===== src/rtl/reset_sequencer_if.sv =====
// reset_sequencer_if: bundle between the reset sequencer and its reset domains.
// master = sequencer side, slave = downstream domains / stimulus side.
interface reset_sequencer_if #(
    parameter int NUM_STAGES = 4
);
    logic                  SoftReset;
    logic [NUM_STAGES-1:0] StageReady;
    logic [NUM_STAGES-1:0] qnStageReset;
    logic                  SeqDone;
    logic                  SeqFault;
    logic [2:0]            FaultStage;
    logic [7:0]            RestartCnt;

    modport master (
        input  SoftReset, StageReady,
        output qnStageReset, SeqDone, SeqFault, FaultStage, RestartCnt
    );

    modport slave (
        output SoftReset, StageReady,
        input  qnStageReset, SeqDone, SeqFault, FaultStage, RestartCnt
    );
endinterface


===== src/rtl/reset_sequencer.sv =====
// reset_sequencer: releases NUM_STAGES reset domains in order, each after the
// previous reports ready; auto re-sequences on ready loss.
// Ports: Clock, qnReset (async active-low), bus (reset_sequencer_if.master):
//   SoftReset, StageReady in; qnStageReset, SeqDone, SeqFault, FaultStage,
//   RestartCnt out.
// Optional: `define RST_SEQ_TIMEOUT_EN adds the ready timeout and FAULT state.
module reset_sequencer #(
    parameter int NUM_STAGES     = 4,
    parameter int HOLD_CYCLES    = 16,
    parameter int STAGE_DELAY    = 8,
    parameter int TIMEOUT_CYCLES = 1024,
    parameter int CNT_WIDTH      = 16
) (
    input  logic              Clock,
    input  logic              qnReset,
    reset_sequencer_if.master bus
);

    localparam int IDX_W = $clog2(NUM_STAGES);
    localparam logic [CNT_WIDTH-1:0] HOLD_LAST = CNT_WIDTH'(HOLD_CYCLES - 1);
    localparam logic [CNT_WIDTH-1:0] DLY_LAST  = CNT_WIDTH'(STAGE_DELAY - 1);
    localparam logic [CNT_WIDTH-1:0] TO_LAST   = CNT_WIDTH'(TIMEOUT_CYCLES - 1);
    localparam logic [IDX_W-1:0]     IDX_LAST  = IDX_W'(NUM_STAGES - 1);

    typedef enum logic [2:0] {
        HOLD,
        DELAY,
        WAIT_RDY,
        DONE,
        FAULT
    } state_t;

    // Asserts asynchronously, releases two edges after qnReset rises.
    logic [1:0] sync_q;
    logic       srst_n;

    always_ff @(posedge Clock or negedge qnReset) begin
        if (!qnReset) sync_q <= '0;
        else          sync_q <= {sync_q[0], 1'b1};
    end

    assign srst_n = sync_q[1];

    state_t                state_q, state_d;
    logic [CNT_WIDTH-1:0]  cnt_q, cnt_d;
    logic [IDX_W-1:0]      idx_q, idx_d;
    logic [NUM_STAGES-1:0] rst_q, rst_d;
    logic                  done_q, done_d;
    logic [7:0]            rcnt_q, rcnt_d;
`ifdef RST_SEQ_TIMEOUT_EN
    logic                  fault_q, fault_d;
    logic [2:0]            fstage_q, fstage_d;
`endif

    always_ff @(posedge Clock or negedge srst_n) begin
        if (!srst_n) begin
            state_q  <= HOLD;
            cnt_q    <= '0;
            idx_q    <= '0;
            rst_q    <= '0;
            done_q   <= 1'b0;
            rcnt_q   <= '0;
`ifdef RST_SEQ_TIMEOUT_EN
            fault_q  <= 1'b0;
            fstage_q <= '0;
`endif
        end else begin
            state_q  <= state_d;
            cnt_q    <= cnt_d;
            idx_q    <= idx_d;
            rst_q    <= rst_d;
            done_q   <= done_d;
            rcnt_q   <= rcnt_d;
`ifdef RST_SEQ_TIMEOUT_EN
            fault_q  <= fault_d;
            fstage_q <= fstage_d;
`endif
        end
    end

    always_comb begin
        state_d  = state_q;
        cnt_d    = cnt_q;
        idx_d    = idx_q;
        rst_d    = rst_q;
        done_d   = done_q;
        rcnt_d   = rcnt_q;
`ifdef RST_SEQ_TIMEOUT_EN
        fault_d  = fault_q;
        fstage_d = fstage_q;
`endif
        // SoftReset outranks every event of the current state.
        if (bus.SoftReset) begin
            state_d = HOLD;
            cnt_d   = '0;
            idx_d   = '0;
            rst_d   = '0;
            done_d  = 1'b0;
`ifdef RST_SEQ_TIMEOUT_EN
            fault_d = 1'b0;
`endif
        end else begin
            unique case (state_q)
                HOLD: begin
                    if (cnt_q == HOLD_LAST) begin
                        state_d = DELAY;
                        cnt_d   = '0;
                        idx_d   = '0;
                    end else begin
                        cnt_d = cnt_q + 1'b1;
                    end
                end
                DELAY: begin
                    if (cnt_q == DLY_LAST) begin
                        rst_d[idx_q] = 1'b1;
                        state_d      = WAIT_RDY;
                        cnt_d        = '0;
                    end else begin
                        cnt_d = cnt_q + 1'b1;
                    end
                end
                WAIT_RDY: begin
                    // Ready is checked first so it wins over timeout expiry.
                    if (bus.StageReady[idx_q]) begin
                        cnt_d = '0;
                        if (idx_q == IDX_LAST) begin
                            state_d = DONE;
                            done_d  = 1'b1;
                        end else begin
                            idx_d   = idx_q + 1'b1;
                            state_d = DELAY;
                        end
`ifdef RST_SEQ_TIMEOUT_EN
                    end else if (cnt_q == TO_LAST) begin
                        state_d  = FAULT;
                        rst_d    = '0;
                        fault_d  = 1'b1;
                        fstage_d = 3'(idx_q);
                    end else begin
                        cnt_d = cnt_q + 1'b1;
                    end
`else
                    end else if (cnt_q != TO_LAST) begin
                        // No fault here; the wait counter just parks.
                        cnt_d = cnt_q + 1'b1;
                    end
`endif
                end
                DONE: begin
                    if (!(&bus.StageReady)) begin
                        state_d = HOLD;
                        cnt_d   = '0;
                        idx_d   = '0;
                        rst_d   = '0;
                        done_d  = 1'b0;
                        if (rcnt_q != 8'hFF) rcnt_d = rcnt_q + 1'b1;
                    end
                end
                FAULT: begin
                    rst_d = '0;
                end
                default: begin
                    state_d = HOLD;
                    cnt_d   = '0;
                    idx_d   = '0;
                    rst_d   = '0;
                    done_d  = 1'b0;
                end
            endcase
        end
    end

    assign bus.qnStageReset = rst_q;
    assign bus.SeqDone      = done_q;
    assign bus.RestartCnt   = rcnt_q;
`ifdef RST_SEQ_TIMEOUT_EN
    assign bus.SeqFault     = fault_q;
    assign bus.FaultStage   = fstage_q;
`else
    assign bus.SeqFault     = 1'b0;
    assign bus.FaultStage   = 3'd0;
`endif

endmodule


===== src/flat_wrapper.sv =====
// flat-port wrapper written by rule: the top's interface ports become plain ports
module reset_sequencer_flat 
#(
    parameter int NUM_STAGES     = 4,
    parameter int HOLD_CYCLES    = 16,
    parameter int STAGE_DELAY    = 8,
    parameter int TIMEOUT_CYCLES = 1024,
    parameter int CNT_WIDTH      = 16
)
  (Clock, qnReset, bus_SoftReset, bus_StageReady, bus_qnStageReset, bus_SeqDone, bus_SeqFault, bus_FaultStage, bus_RestartCnt);
  reset_sequencer_if #(.NUM_STAGES(NUM_STAGES)) bus_i ();
  input  logic Clock;
  input  logic qnReset;
  input wire logic [$bits(bus_i.SoftReset)-1:0] bus_SoftReset;
  input wire logic [$bits(bus_i.StageReady)-1:0] bus_StageReady;
  output wire logic [$bits(bus_i.qnStageReset)-1:0] bus_qnStageReset;
  output wire logic [$bits(bus_i.SeqDone)-1:0] bus_SeqDone;
  output wire logic [$bits(bus_i.SeqFault)-1:0] bus_SeqFault;
  output wire logic [$bits(bus_i.FaultStage)-1:0] bus_FaultStage;
  output wire logic [$bits(bus_i.RestartCnt)-1:0] bus_RestartCnt;
  assign bus_i.SoftReset = bus_SoftReset;
  assign bus_i.StageReady = bus_StageReady;
  assign bus_qnStageReset = bus_i.qnStageReset;
  assign bus_SeqDone = bus_i.SeqDone;
  assign bus_SeqFault = bus_i.SeqFault;
  assign bus_FaultStage = bus_i.FaultStage;
  assign bus_RestartCnt = bus_i.RestartCnt;
  reset_sequencer #(.NUM_STAGES(NUM_STAGES), .HOLD_CYCLES(HOLD_CYCLES), .STAGE_DELAY(STAGE_DELAY), .TIMEOUT_CYCLES(TIMEOUT_CYCLES), .CNT_WIDTH(CNT_WIDTH)) u_core (.Clock(Clock), .qnReset(qnReset), .bus(bus_i));
endmodule

===== config.mk =====
export PLATFORM = sky130hd
export DESIGN_NAME = reset_sequencer_flat
export DESIGN_NICKNAME = d
export VERILOG_FILES = /design/src/rtl/reset_sequencer_if.sv /design/src/rtl/reset_sequencer.sv /design/src/flat_wrapper.sv
export SDC_FILE = /design/constraint.sdc
export NUM_CORES = 1
export LEC_CHECK = 0
export ABC_CLOCK_PERIOD_IN_PS = 3900
export CELL_PAD_IN_SITES_DETAIL_PLACEMENT = 1
export CELL_PAD_IN_SITES_GLOBAL_PLACEMENT = 1
export CORE_MARGIN = 8
export CORE_UTILIZATION = 35
export CTS_CLUSTER_DIAMETER = 120
export DETAILED_ROUTE_END_ITERATION = 7
export PLACE_DENSITY = 0.63
export REMOVE_ABC_BUFFERS = 1
export SLEW_MARGIN = 20
export SYNTH_ARGS = -nofsm -noshare
export SYNTH_HDL_FRONTEND = slang
export SYNTH_SLANG_ARGS = --single-unit

===== constraint.sdc =====
create_clock -name Clock -period 3.9 [get_ports Clock]
set_clock_uncertainty 0.2 [all_clocks]
set_input_delay 0.78 -clock Clock [delete_from_list [all_inputs] [get_ports Clock]]
set_output_delay 0.78 -clock Clock [all_outputs]
set_load 0.05 [all_outputs]

## Yosys cells after proc, flatten, opt, wreduce, memory -nomap -nowiden

Index checks and enable logic that the tools add are counted.

| storage, ports and cells | value |
|---|---|
| register bits | 36 |
| bits of input ports | 7 |
| output and inout bits | 17 |
| word-level logic and storage cells | 80 |

| cells by class | value |
|---|---|
| $add $sub $neg | 3 |
| $lt $le $gt $ge | 2 |
| equal/unequal tests | 20 |
| multiplexer cells | 33 |
| bitwise logic cells | 3 |
| reductions and logical operators | 12 |

Operator list:

| kind | count |
|---|---|
| 2-to-1 mux 16 bit | 6 |
| case mux 16 bit (5 select lines) | 1 |
| adder 16 x 1 -> 16 bit, second input constant | 1 |
| == test 16 x 3 -> 1 bit, second input constant | 1 |
| == test 16 x 4 -> 1 bit, second input constant | 1 |
| != test 16 x 10 -> 1 bit, second input constant | 1 |
| 2-to-1 mux 3 bit | 5 |
| case mux 3 bit (5 select lines) | 1 |
| 2-to-1 mux 2 bit | 6 |
| 2-to-1 mux 4 bit | 3 |
| != test 3 x 2 -> 1 bit, second input constant | 4 |
| case mux 4 bit (3 select lines) | 1 |
| AND reduction 4 bit | 3 |
| AND reduction 5 bit | 2 |
| adder 8 x 1 -> 8 bit, second input constant | 1 |
| != test 8 bit, second input constant | 1 |
| case mux 2 bit (4 select lines) | 1 |
| == test 3 x 2 -> 1 bit, second input constant | 2 |
| 2-to-1 mux 1 bit | 6 |
| != test 2 x 1 -> 1 bit, second input constant | 3 |
| != test 3 bit, second input constant | 2 |
| AND reduction 3 bit | 2 |
| != test 4 x 2 -> 1 bit, second input constant | 1 |
| bitwise OR 4 bit | 1 |
| other kinds (15) | 17 |

## Longest topological paths before layout

| logic depth | value |
|---|---|
| depth in word-level cells | 8 |
| gate-level depth with buffers | 7 |
| gate-level depth less buffers | 6 |

## Worst setup path after synthesis

OpenSTA, ideal clock, no wires.

| path | value |
|---|---|
| path type | input port to flip-flop |
| start | input port bus_StageReady[3] |
| end | register u_core.cnt_q[0] |
| library setup time | 122 ps |
| arrival time | 2284 ps |
| data required time | 3578 ps |
| path slack | 1294 ps |
| stages on the path | 6 |
| buffers on the path | 1 |
| cell sequence | mux4_2 > or4_4 > o31ai_4 > buf_6 > o21bai_1 > o21ai_1 |

| between the ends | value |
|---|---|
| word-level cells in the longest chain between the ends | 5 |
| elaborated cells between the ends (all ways) | 9 |
| those cells by class | 2 x eq/ne; 5 x mux; 2 x reduce/logical |

RTL lines:

| element | line | RTL |
|---|---|---|
| from (decl) | flat_wrapper.sv:15 | `input wire logic [$bits(bus_i.StageReady)-1:0] bus_StageReady;` |
| binary-select mux 1 bit (select 2 bit) | reset_sequencer.sv:124 | `if (bus.StageReady[idx_q]) begin` |
| 2-to-1 mux 1 bit (not written as such) | reset_sequencer.sv:124 |  |
| 2-to-1 mux 16 bit | reset_sequencer.sv:124 |  |
| case mux 16 bit (5 select lines) | reset_sequencer.sv:103 | `unique case (state_q)` |
| 2-to-1 mux 16 bit | reset_sequencer.sv:93 | `if (bus.SoftReset) begin` |
| to (signal assigned) | reset_sequencer.sv:69 | `cnt_q <= cnt_d;` |
| to (decl) | reset_sequencer.sv:45 | `logic [CNT_WIDTH-1:0] cnt_q, cnt_d;` |

Several ways; a longest one is shown, not always the timed one. The select of a mux whose other input is x is not followed.
A chain may end at the register's enable or synchronous reset.

## Worst setup path after layout

Ends and elaborated chain as after synthesis.

==> key figures <==
Synthesis
  • Most common cell in the netlist: dfrtp_1
  • EDFF count, synth: 0
  • Post-Synthesis Cells: 194
  • Synth top area share: 44.9%
  • Top cells by instance count after synthesis: dfrtp_1 (35), nand2_1 (15), nor2_1 (14)
  • Synth unique cells: 48
  • #FFs+latches synth: 35
  • Synthesized area per cell: 10.1 um2
  • Post-synth top area cell: dfrtp_1
  • Top cells by area, synth: dfrtp_1 (45%), xnor2_1 (4.9%), ha_1 (3.8%), nand2_1 (2.9%), nand4_1 (2.9%)
  • Synth warn: 0
  • Ys flop type: dfrtp_1
  • Cell Area, Synth: 1950 um2
  • Async SR Flop Fraction: 100%
  • Sequential-to-total area share from yosys stat: 44.9%

STA
  • Peak Freq: 333 MHz
  • Final worst-path cycle share: 77.0%
  • RSZ-0062 raised after global routing: false
  • Setup violations, final: 0
  • Max-slew violation count: 0
  • Crit path time final: 3.00 ns
  • Worst slew margin: 41.6%
  • Final TNS setup: 0 ns
  • Actual slew at the worst max-slew pin: 0.876 ns
  • Endpoints failing hold: 0

Clocking
  • CTS tree: done
  • Root cell of the clock tree: clkbuf_8
  • # hold bufs at CTS: 0
  • Clock Latency Late Sink: 0.29 ns
  • Post-CTS Resized: 0
  • Clock Sinks: 35
  • Clk buf depth: 2
  • Total setup buffers inserted after CTS: 0
  • TritonCTS Buffers: 5
  • Htree depth: 2
  • Clock Pin Slew Worst Setup and Hold Paths: 0.08 ns

Setup path
  • Max stage delay on crit path: 0.53 ns
  • CP Depth: 6
  • Data required time of the worst path: 3.88 ns
  • Buf/Inv on CP: 1
  • Crit Path Category: in -> reg
  • CP max stage cell: mux4_2
  • Data arrival, critical path: 2.98 ns
  • CP Max Fanout: 13
  • Critical path launch point type: input port
  • Crit path cell chain: clkdlybuf4s50_1 -> mux4_2 -> or4_4 -> o31ai_4 -> o21bai_1 -> o21ai_1
  • FF-to-FF path depth: 5
  • CP Capture Type: flip-flop
  • CP delay by family, top: compound AO/OA/AOI/OAI gates

Detailed routing
  • DR iter-0 viols: 120
  • First drt pass iteration count: 4
  • Per-cell routed wire length: 17.0 um
  • Via count: 1568
  • Remaining DRCs: 0
  • ANT nets after route: 0
  • Final wirelength: 4880 um
  • Via density: 5.46

Global routing
  • GRT overflow: 0
  • Antenna violations before repair: 0
  • Vias in the first global route: 1692
  • Largest net degree at the start of global routing: 21
  • Total GRT Usage: 12.8%
  • First-pass GRT wire length: 8630 um

Cells and area
  • Register area: 876 um2
  • Layout cells sized above 1: 10.2%
  • Filler cells: 614
  • Area Overhead vs Synth: 19.3%
  • Final Util: 42.8%
  • NumNets Final: 227
  • Multi-input logic area: 997 um2
  • Diodes inserted: 0

Die
  • # IOs: 24
  • Core area: 5440 um2
  • Starting density of the core: 35.9%
  • Die height: 90.7 um
  • Core Rows: 27
  • Die area: 8220 um2
  • Die width: 90.7 um

Hold path
  • Hold Crit Class: reg -> async

Power and ir drop
  • PD cells: 399 nW/um2
  • Leak: 0.000951 uW
  • Max IR drop VDD: 0.146 mV

Flow run
  • # Max-Cap Violations: 0

Place
  • GPL Wtd Cong: 0.780
  • IO Port Bufs: 19
  • Post-DP HPWL: 3600 um

Outcome
  • Status: completed
-- logic make-up after synthesis --
logic type / after synthesis / synth area share (%)
AND/OR/NAND/NOR: 75 / 21.7
AO/OA/AOI/OAI: 40 / 15.3
flip-flops: 35 / 44.9
XOR/XNOR: 17 / 7.63
buffers and inverters: 17 / 4.55
adder cells (fa/ha/maj): 6 / 3.85
other: 2 / 0.385
multiplexers: 2 / 1.73
-- report_power, final --
part | internal [uW] | total [uW] | leakage, uW | switching (uW)
Clock | 255 | 394 | 0.0000644 | 139
Sequential | 383 | 420 | 0.000480 | 37.3
Combinational | 46.1 | 114 | 0.000406 | 67.5
Total | 684 | 927 | 0.000951 | 244
-- metrics by stage --
| step | setup WS, ns | hold WS (ns) | total power, uW | cells | instance area [um2] |
|---|---|---|---|---|---|
| after global routing | 0.786 | 0.175 | 972 | 287 | 2330 |
| after floorplan | 1.23 | 0.131 | 495 | 186 | 1900 |
| after global placement | 0.703 | 0.142 | 533 | 279 | 2190 |
| final | 0.896 | 0.160 | 927 | 287 | 2330 |
| after CTS | 0.909 | 0.164 | 938 | 287 | 2330 |
| after detailed placement | 0.604 | 0.136 | 539 | 279 | 2190 |
-- final timing paths --
| kind | endpoint | startpoint | slack [ns] |
|---|---|---|---|
| setup / recovery | u_core.cnt_q[0] | bus_StageReady[3] | 0.90 |
| hold / removal | u_core.cnt_q[10] | u_core.sync_q[1] | 0.16 |
| setup reg to reg | u_core.cnt_q[0] | u_core.idx_q[0] | 1.28 |
| hold reg to reg | u_core.cnt_q[10] | u_core.sync_q[1] | 0.16 |
| max in group asynchronous | u_core.cnt_q[1] | u_core.sync_q[1] | 2.61 |
| min in group Clock | u_core.sync_q[1] | u_core.sync_q[0] | 0.16 |
-- placed cells by master (no fill, tap or decap), drive strengths merged, types with 3 or more instances in the layout --
cell type,n
o21ai,8
inv,6
nor2b,3
xor2,6
and3,3
or4,6
xnor2,11
nor4,6
nand2,15
dfrtp,35
conb,5
nor3,5
nor2,14
ha,6
or3,3
nand4,9
o31ai,4
clkbuf,5
or2,3
and2,4
clkdlybuf4s50,19
a21oi,7
a311oi,3
a22o,4
-- sequential cells by signal, summed over array words and instances (netlist names) --
| signal | count |
|---|---|
| u_core.bus.qnStageReset | 4 |
| u_core.bus.RestartCnt | 8 |
| u_core.sync_q | 2 |
| u_core.state_q | 2 |
| u_core.bus.SeqDone | 1 |
| u_core.idx_q | 2 |
| u_core.cnt_q | 16 |
-- routing by layer --
metal  wire [um]  global-route usage [%]  vias to the layer above
met5           0                       0                        -
met4          62                    4.16                        0
met2        2400                    20.5                       22
met3         189                    3.82                        6
met1        2240                    15.8                      802
li1            -                       -                      738
-- layout make-up --
cell class | instances | area share [%]
tap | 72 | 3.87
clock buffer | 5 | 2.96
sequential | 35 | 37.6
multi-input combinational | 145 | 42.8
clock inverter | 3 | 2.90
inverter | 6 | 0.968
timing repair buffer | 21 | 8.82
Power figures use the tool's default switching activity.
